### src/rtl/dram_fifo_pkg.sv
// Shared sizes, types and flag helpers for the LUT-RAM backed FIFO.
package dram_fifo_pkg;

    localparam int DEPTH = 256;
    localparam int PTR_W = 8;
    localparam int CNT_W = 9;

    typedef logic [PTR_W-1:0] ptr_t;
    typedef logic [CNT_W-1:0] cnt_t;

    function automatic logic is_full(input cnt_t cnt);
        return cnt == cnt_t'(DEPTH);
    endfunction

    function automatic logic is_afull(input cnt_t cnt, input cnt_t thr);
        return cnt >= thr;
    endfunction

    function automatic logic is_aempty(input cnt_t cnt, input cnt_t thr);
        return cnt <= thr;
    endfunction

endpackage

### src/rtl/RAM256X1D.sv
// Behavioural model of the 256x1 dual-port distributed RAM primitive.
module RAM256X1D #(
    parameter logic [255:0] INIT = 256'h0
) (
    output logic       DPO,
    output logic       SPO,
    input  logic [7:0] A,
    input  logic       D,
    input  logic [7:0] DPRA,
    input  logic       WCLK,
    input  logic       WE
);

    // Power-up contents only; nothing in the fabric reinitialises LUT-RAM.
    logic [255:0] mem = INIT;

    always_ff @(posedge WCLK) begin
        if (WE) begin
            mem[A] <= D;
        end
    end

    assign SPO = mem[A];
    assign DPO = mem[DPRA];

endmodule

### src/rtl/dram_fifo_mem.sv
// Storage array: one 256x1 dual-port LUT-RAM per data bit.
module dram_fifo_mem
    import dram_fifo_pkg::*;
#(
    parameter int unsigned WIDTH = 8
) (
    input  logic             clk,
    input  logic             we,
    input  ptr_t             wr_addr,
    input  ptr_t             rd_addr,
    input  logic [WIDTH-1:0] wr_data,
    output logic [WIDTH-1:0] rd_data
);

    for (genvar i = 0; i < WIDTH; i++) begin : g_bit
        RAM256X1D #(
            .INIT(256'h0)
        ) u_ram (
            .DPO  (rd_data[i]),
            .SPO  (),
            .A    (wr_addr),
            .D    (wr_data[i]),
            .DPRA (rd_addr),
            .WCLK (clk),
            .WE   (we)
        );
    end

endmodule

### src/rtl/dram_fifo_ctrl.sv
// 256-deep synchronous FIFO controller over distributed RAM with registered read data.
module dram_fifo_ctrl
    import dram_fifo_pkg::*;
#(
    parameter int unsigned WIDTH      = 8,
    parameter int unsigned AFULL_THR  = 240,
    parameter int unsigned AEMPTY_THR = 16
) (
    input  logic             CLK,
    input  logic             RST_N,
    input  logic             CLR,
    input  logic             WR_EN,
    input  logic [WIDTH-1:0] WR_DATA,
    input  logic             RD_EN,
    output logic [WIDTH-1:0] RD_DATA,
    output logic             RD_VAL,
    output logic             FULL,
    output logic             EMPTY,
    output logic             ALMOST_FULL,
    output logic             ALMOST_EMPTY,
    output cnt_t             COUNT,
    output logic             OVF,
    output logic             UDF
);

    localparam cnt_t AF_THR = cnt_t'(AFULL_THR);
    localparam cnt_t AE_THR = cnt_t'(AEMPTY_THR);

    ptr_t             wr_ptr;
    ptr_t             rd_ptr;
    logic [WIDTH-1:0] dpo;
    logic             push_ok;
    logic             pop_ok;
    logic             we;
    cnt_t             count_nxt;

    assign push_ok   = WR_EN & ~FULL;
    assign pop_ok    = RD_EN & ~EMPTY;
    // Reset is folded into WE so an asynchronous reset mid-burst cannot corrupt RAM.
    assign we        = push_ok & ~CLR & RST_N;
    assign count_nxt = COUNT + cnt_t'(push_ok) - cnt_t'(pop_ok);

    dram_fifo_mem #(
        .WIDTH(WIDTH)
    ) u_mem (
        .clk     (CLK),
        .we      (we),
        .wr_addr (wr_ptr),
        .rd_addr (rd_ptr),
        .wr_data (WR_DATA),
        .rd_data (dpo)
    );

    always_ff @(posedge CLK or negedge RST_N) begin
        if (!RST_N) begin
            wr_ptr       <= '0;
            rd_ptr       <= '0;
            COUNT        <= '0;
            FULL         <= 1'b0;
            EMPTY        <= 1'b1;
            ALMOST_FULL  <= is_afull(cnt_t'(0), AF_THR);
            ALMOST_EMPTY <= 1'b1;
            RD_DATA      <= '0;
            RD_VAL       <= 1'b0;
            OVF          <= 1'b0;
            UDF          <= 1'b0;
        end else if (CLR) begin
            wr_ptr       <= '0;
            rd_ptr       <= '0;
            COUNT        <= '0;
            FULL         <= 1'b0;
            EMPTY        <= 1'b1;
            ALMOST_FULL  <= is_afull(cnt_t'(0), AF_THR);
            ALMOST_EMPTY <= 1'b1;
            RD_DATA      <= '0;
            RD_VAL       <= 1'b0;
            OVF          <= 1'b0;
            UDF          <= 1'b0;
        end else begin
            wr_ptr <= wr_ptr + ptr_t'(push_ok);
            rd_ptr <= rd_ptr + ptr_t'(pop_ok);
            if (pop_ok) begin
                RD_DATA <= dpo;
            end
            RD_VAL <= pop_ok;

            // Flags follow the next-state count so they move on the same edge as COUNT.
            COUNT        <= count_nxt;
            FULL         <= is_full(count_nxt);
            EMPTY        <= (count_nxt == '0);
            ALMOST_FULL  <= is_afull(count_nxt, AF_THR);
            ALMOST_EMPTY <= is_aempty(count_nxt, AE_THR);

            if (WR_EN && FULL) begin
                OVF <= 1'b1;
            end
            if (RD_EN && EMPTY) begin
                UDF <= 1'b1;
            end
        end
    end

endmodule
### config.mk
export PLATFORM = sky130hd
export DESIGN_NAME = dram_fifo_ctrl
export DESIGN_NICKNAME = d
export VERILOG_FILES = /design/src/rtl/dram_fifo_pkg.sv /design/src/rtl/RAM256X1D.sv /design/src/rtl/dram_fifo_mem.sv /design/src/rtl/dram_fifo_ctrl.sv
export SDC_FILE = /design/constraint.sdc
export NUM_CORES = 2
export LEC_CHECK = 0
export ABC_AREA = 1
export CORE_UTILIZATION = 45
export CTS_BUF_LIST = sky130_fd_sc_hd__clkbuf_16
export DETAILED_ROUTE_END_ITERATION = 12
export GPL_ROUTABILITY_DRIVEN = 1
export HOLD_SLACK_MARGIN = 0.12
export REMOVE_ABC_BUFFERS = 1
export SYNTH_ARGS = -nofsm -noshare
export SYNTH_HDL_FRONTEND = slang
export SYNTH_SLANG_ARGS = --single-unit
### constraint.sdc
create_clock -name CLK -period 3.4 [get_ports CLK]
set_clock_uncertainty 0.05 [all_clocks]
set_input_delay 0.68 -clock CLK [delete_from_list [all_inputs] [get_ports CLK]]
set_output_delay 0.68 -clock CLK [all_outputs]
set_load 0.02 [all_outputs]
# Word-level counts from Yosys, hierarchy flattened
# Index checks and enable logic that the tools add are counted.
totals:
  ff_bits: 2088
  wordCells: 83
  output_inout_bits: 24
op_classes:
  bitwise_logic: 7
  mux: 40
  n_addsub: 4
  n_lt_le_gt_ge: 5
  n_eq_ne: 1
  n_reduce_logical: 7
op_table:
  columns: ["operator", "n"]
  rows:
  - ["bitwise mux 256 bit", 8]
  - ["binary-select mux 1 bit (select 8 bit)", 8]
  - ["2-to-1 mux 8 bit", 4]
  - ["< comparator 8 x 9 -> 1 bit, second input constant", 2]
  - ["2-to-1 mux 1 bit", 18]
  - ["adder 8 x 1 -> 8 bit", 2]
  - ["adder 9 x 1 -> 9 bit", 1]
  - ["== test 9 bit, second input constant", 1]
  - [">= comparator 9 x 8 -> 1 bit, second input constant", 1]
  - ["less-or-equal comparator 9 x 5 -> 1 bit, second input constant", 1]
  - ["logical NOT 9 bit", 1]
  - ["2-to-1 mux 9 bit", 1]
  - ["subtractor 9 x 1 -> 9 bit", 1]
  - ["demux 1 bit (select 8 bit)", 1]
  - [">= comparator 8 x 1 -> 1 bit, second input constant", 1]
  - ["nonzero test 2 bit", 3]
  - ["bitwise AND 1 bit", 4]
  - ["logical AND 1 bit", 3]
  - ["NOT 1 bit", 3]

# Depth between registers and ports, before layout
logic_depth:
  depth_word: 6
  depth_mapped: 18
  mapped_depth_nobuf: 17

# Modules after synthesis
# From an unflattened synthesis, not the netlist that was laid out.
unflattened:
  cells_unflattened: 14566
  hier_area_um2: 114073.2
by_module_without_submodules:
  columns: ["mod", "cells_each", "instances", "area_each_um2"]
  rows:
  - ["RAM256X1D (u_mem.g_bit[1].u_ram ...)", 1784, 7, 13970.9]
  - ["RAM256X1D (u_mem.g_bit[0].u_ram)", 1809, 1, 14141.1]
  - ["dram_fifo_ctrl", 269, 1, 2135.8]

# Worst setup path after synthesis
# No wires, ideal clock.
synth_path:
  path_kind: "input to register"
  from: "input port WR_EN"
  to: "register FULL"
  arrival_ns: 2.679
  required_ns: 3.279
  path_stages: 15
  path_buffers: 0
  slack_ns: 0.599
  setup_time_ns: 0.071
  cell_sequence: "inv_1 -> o21ai_0 -> nand2_1 -> ha_1 -> fa_1 -> nand3_1 -> nand2_1 -> nand2_1 -> nand2_1 -> a21oi_1 -> o21ai_0 -> xor2_1 -> nor2_1 -> inv_1 -> nor2_1"
synth_via:
  elab_chain_cells: 5
synth_rtl:
  columns: ["element", "line_no", "text"]
  rows:
  - ["start: declaration", "dram_fifo_ctrl.sv:12", "input logic WR_EN,"]
  - ["bitwise AND 1 bit", "dram_fifo_ctrl.sv:37", "assign push_ok = WR_EN & ~FULL;"]
  - ["adder 9 x 1 -> 9 bit", "dram_fifo_ctrl.sv:41", "assign count_nxt = COUNT + cnt_t'(push_ok) - cnt_t'(pop_ok);"]
  - ["subtractor 9 x 1 -> 9 bit", "dram_fifo_ctrl.sv:41", null]
  - ["== test 9 bit", "dram_fifo_pkg.sv:12", "return cnt == cnt_t'(DEPTH);"]
  - ["2-to-1 mux 1 bit", "dram_fifo_ctrl.sv:67", "end else if (CLR) begin"]
  - ["end signal: assignment", "dram_fifo_ctrl.sv:89", "FULL <= is_full(count_nxt);"]
  - ["end: declaration", "dram_fifo_ctrl.sv:17", "output logic FULL,"]
# No other way between the ends.
# A chain may end at the register's enable or synchronous reset.

# Worst setup path in the final report
layout_path:
  from: "register rd_ptr[0]"
  to: "register RD_DATA[0]"
layout_via:
  elab_chain_cells: 4
layout_rtl:
  columns: ["element", "line_no", "text"]
  rows:
  - ["start: declaration", "dram_fifo_ctrl.sv:30", "ptr_t rd_ptr;"]
  - ["start signal: assignment", "dram_fifo_ctrl.sv:81", "rd_ptr <= rd_ptr + ptr_t'(pop_ok);"]
  - ["binary-select mux 1 bit (select 8 bit)", "RAM256X1D.sv:24", "assign DPO = mem[DPRA];"]
  - ["2-to-1 mux 1 bit (implied by the code)", "RAM256X1D.sv:24", null]
  - ["2-to-1 mux 8 bit", "dram_fifo_ctrl.sv:82", "if (pop_ok) begin"]
  - ["2-to-1 mux 8 bit", "dram_fifo_ctrl.sv:67", null]
  - ["end signal: assignment", "dram_fifo_ctrl.sv:83", "RD_DATA <= dpo;"]
  - ["end: declaration", "dram_fifo_ctrl.sv:15", "output logic [WIDTH-1:0] RD_DATA,"]
# No other way between the ends. The select of a mux whose other input is x is not followed.

==> impl_metrics.tcl <==
set metrics [dict create \
    yosysTopAreaCell "edfxtp_1" \
    fmax_mhz 318.0 \
    required_ns 4.15 \
    period_needed_ns 3.144 \
    grt_max_degree 150 \
    clkSinkCount 2088 \
    r2r-start "rd_ptr[0]$_DFF_PN0_" \
    arrival_ns 3.89 \
    critical_path_class "reg -> reg" \
    drive_above_1_share_pct 10.53 \
    timing.final.max_slew_violations 0 \
    tightestPinTransition_ns 1.026 \
    run_status "complete, no violations" \
    routabilityCongestion 0.8966 \
    post_dp_cell_area_sq_um 91520 \
    post-route-util_pct 52.32 \
    grt_pass1_wl_mm 349.8 \
    drt-wirelength-per-cell_um 22.56 \
    seq_area_frac_synth_pct 73.40 \
    groute.usage.overall_pct 24.52 \
    chipWidth_um 437.0 \
    cp_max_fo 75 \
    die_h_um 437.0 \
    via_per_inst 5.428 \
    critPathCaptureType "flop" \
    hold_class "in -> reg" \
    wirelength_mm 235.4 \
    timing.max_slew.rel_slack_pct 31.41 \
    final_area_sq_um 98260 \
    power_leakage_nw 36.69 \
    io_pins 37 \
    syn_inst 7463 \
    io_buffers 36 \
    start_util_pct 45.34 \
    synth-edff-count 2048 \
    timing_hold_violations_final 0 \
    cts-root-buf "clkbuf_16" \
    drt_iter0_markers 6578 \
    syn_avg_cell_area_sq_um 11.41 \
    powerDensity_nw_per_um2 626.7 \
    ys_top_cells_by_count "3049 x nand2_1, 2048 x edfxtp_1, 1214 x nand3_1" \
    pre_cts_slack_ns -0.06580 \
    h-tree-depth 4 \
    cts_buffer_depth 3 \
    first_pass_iters 6 \
    rows 159 \
    cp-startpoint "rd_ptr[0]$_DFF_PN0_" \
    async_flop_share_pct 1.916 \
    gr-total-overflow 0 \
    synthTopCellsByArea "edfxtp_1 72%, nand2_1 13%, nand3_1 7.1%, buf_2 1.6%, a21oi_1 1.5%" \
    final_cells 10430 \
    core-area_sq_um 187800 \
    post_cts_buffers 0 \
    peakVddDrop_mv 0.4559 \
    dp.cells 10050 \
    cts_tree "yes" \
    antenna_found_initial 4 \
    area_growth_pct 15.40 \
    min-delay-start "WR_DATA[0]" \
    yosysMostFrequentCell "nand2_1" \
    period_share_pct 92.48 \
    drtAntennaViolNets 0 \
    r2r-end "RD_DATA[0]$_DFFE_PN0P_" \
    p_total_mw 61.58 \
    dieArea_sq_um 191000 \
    num_vias 56630 \
    reg2regPathDepth 14 \
    ys.flop_type "edfxtp_1" \
    rsz0062_at_grt "false" \
    setup_ws_ns 0.2555 \
    reg2reg_slack_ns 0.26 \
    critPathLaunchType "flop" \
    drc 0 \
    path_clk_slew_ns 0.06 \
    fin_nets 7792 \
    synth_seq_cells 2088 \
    yosys_warnings 0 \
    grt_pass1_vias 55000 \
    cts_made_buffers 209 \
    synth.distinct_cells 29 \
    clk_latency_ns 0.86 \
    setup_viol 0 \
    maxCapViolCount 0 \
    yosys.area.top_type_share_pct 72.22 \
    syn_area_sq_um 85150 \
    crit_end "RD_DATA[0]$_DFFE_PN0P_" \
    dp_hpwl_mm 144.7 \
]
-- cells in the final DEF (no fill, tap or decap), types with 21 or more instances in the layout --
master,synthesis,final
inv_1,39,81
a21oi_1,258,258
buf_12,0,83
clkdlybuf4s50_1,0,27
clkbuf_16,0,210
nor2_1,301,301
nand2_1,3049,3033
clkinv_1,3,55
clkinv_2,2,30
bufinv_16,0,21
edfxtp_1,2048,2048
nand3_1,1214,1214
dfrtp_1,38,33
buf_4,16,427
-- critical path: stages, from the launching register on --
cell	delay, ns
dfrtp_4	0.61
inv_16	0.34
buf_4	0.52
nand2_1	0.10
nand3_1	0.11
nand3_1	0.12
nand3_1	0.12
nand3_1	0.19
nand2_1	0.14
nand2_1	0.06
nand2_1	0.16
nand2_1	0.08
nand3_1	0.10
nand3_1	0.22
nand2_1	0.11
-- flip-flops by register name, indices dropped and copies added, names as in the netlist --
signal	cells
rd_ptr	8
EMPTY	1
ALMOST_EMPTY	1
RD_DATA	8
FULL	1
RD_VAL	1
ALMOST_FULL	1
wr_ptr	8
u_mem.g_bit.u_ram.mem	2048
OVF	1
UDF	1
COUNT	9
-- cells by family after synthesis --
kind of cell,share of synthesized area (%)
AND/OR/NAND/NOR,22.03
flip-flops,73.40
buffers and inverters,2.695
AO/OA/AOI/OAI,1.587
adder cells (fa/ha/maj),0.1998
XOR/XNOR,0.09257
-- area by class of cell --
type	count	area [sq um]
Timing Repair Buffer	548	5283
Antenna cell	1	2.502
Clock inverter	172	1471
Tap cell	2495	3122
Fill cell	16250	89540
Multi-Input combinational cell	4873	20400
Inverter	46	216.5
Sequential cell	2088	62520
Clock buffer	210	5255
-- stage by stage --
stage               TNS, ns  hold WS (ns)
CTS                       0        0.2193
global placement    -0.9832        0.4195
finish                    0        0.2581
floorplan           -378.80        0.3344
detailed placement  -0.1005        0.4290
global route              0        0.2247
-- layer usage --
metal	GRT usage (%)	vias to the layer above	routed length, um
li1	-	26390	-
met1	34.54	27660	99750
met2	39.32	2217	110800
met3	3.340	363	17510
met4	8.048	0	7325
met5	0	-	0
-- what timing repair did --
item	CTS	global route
hold buffers	2	0
gates resized for setup	0	0
endpoints found under the hold margin	43	0
-- power by group --
group	switching, mW	leakage, nW	internal (mW)
Clock	9.72	3.44	12.8
Sequential	0.128	18.9	28.4
Combinational	7.46	14.3	3.11
-- worst min-delay path by stage --
stage	to	depth (start not counted)
3_3_place_gp	RD_DATA[4]$_DFFE_PN0P_	2
6_report	u_mem.g_bit[0].u_ram.mem[116]$_DFFE_PP_	1
4_1_cts	u_mem.g_bit[0].u_ram.mem[116]$_DFFE_PP_	1
2_1_floorplan	ALMOST_FULL$_DFF_PN0_	0
3_5_place_dp	RD_DATA[4]$_DFFE_PN0P_	2
5_1_grt	u_mem.g_bit[0].u_ram.mem[116]$_DFFE_PP_	1
(Power assumes the default switching activity.)
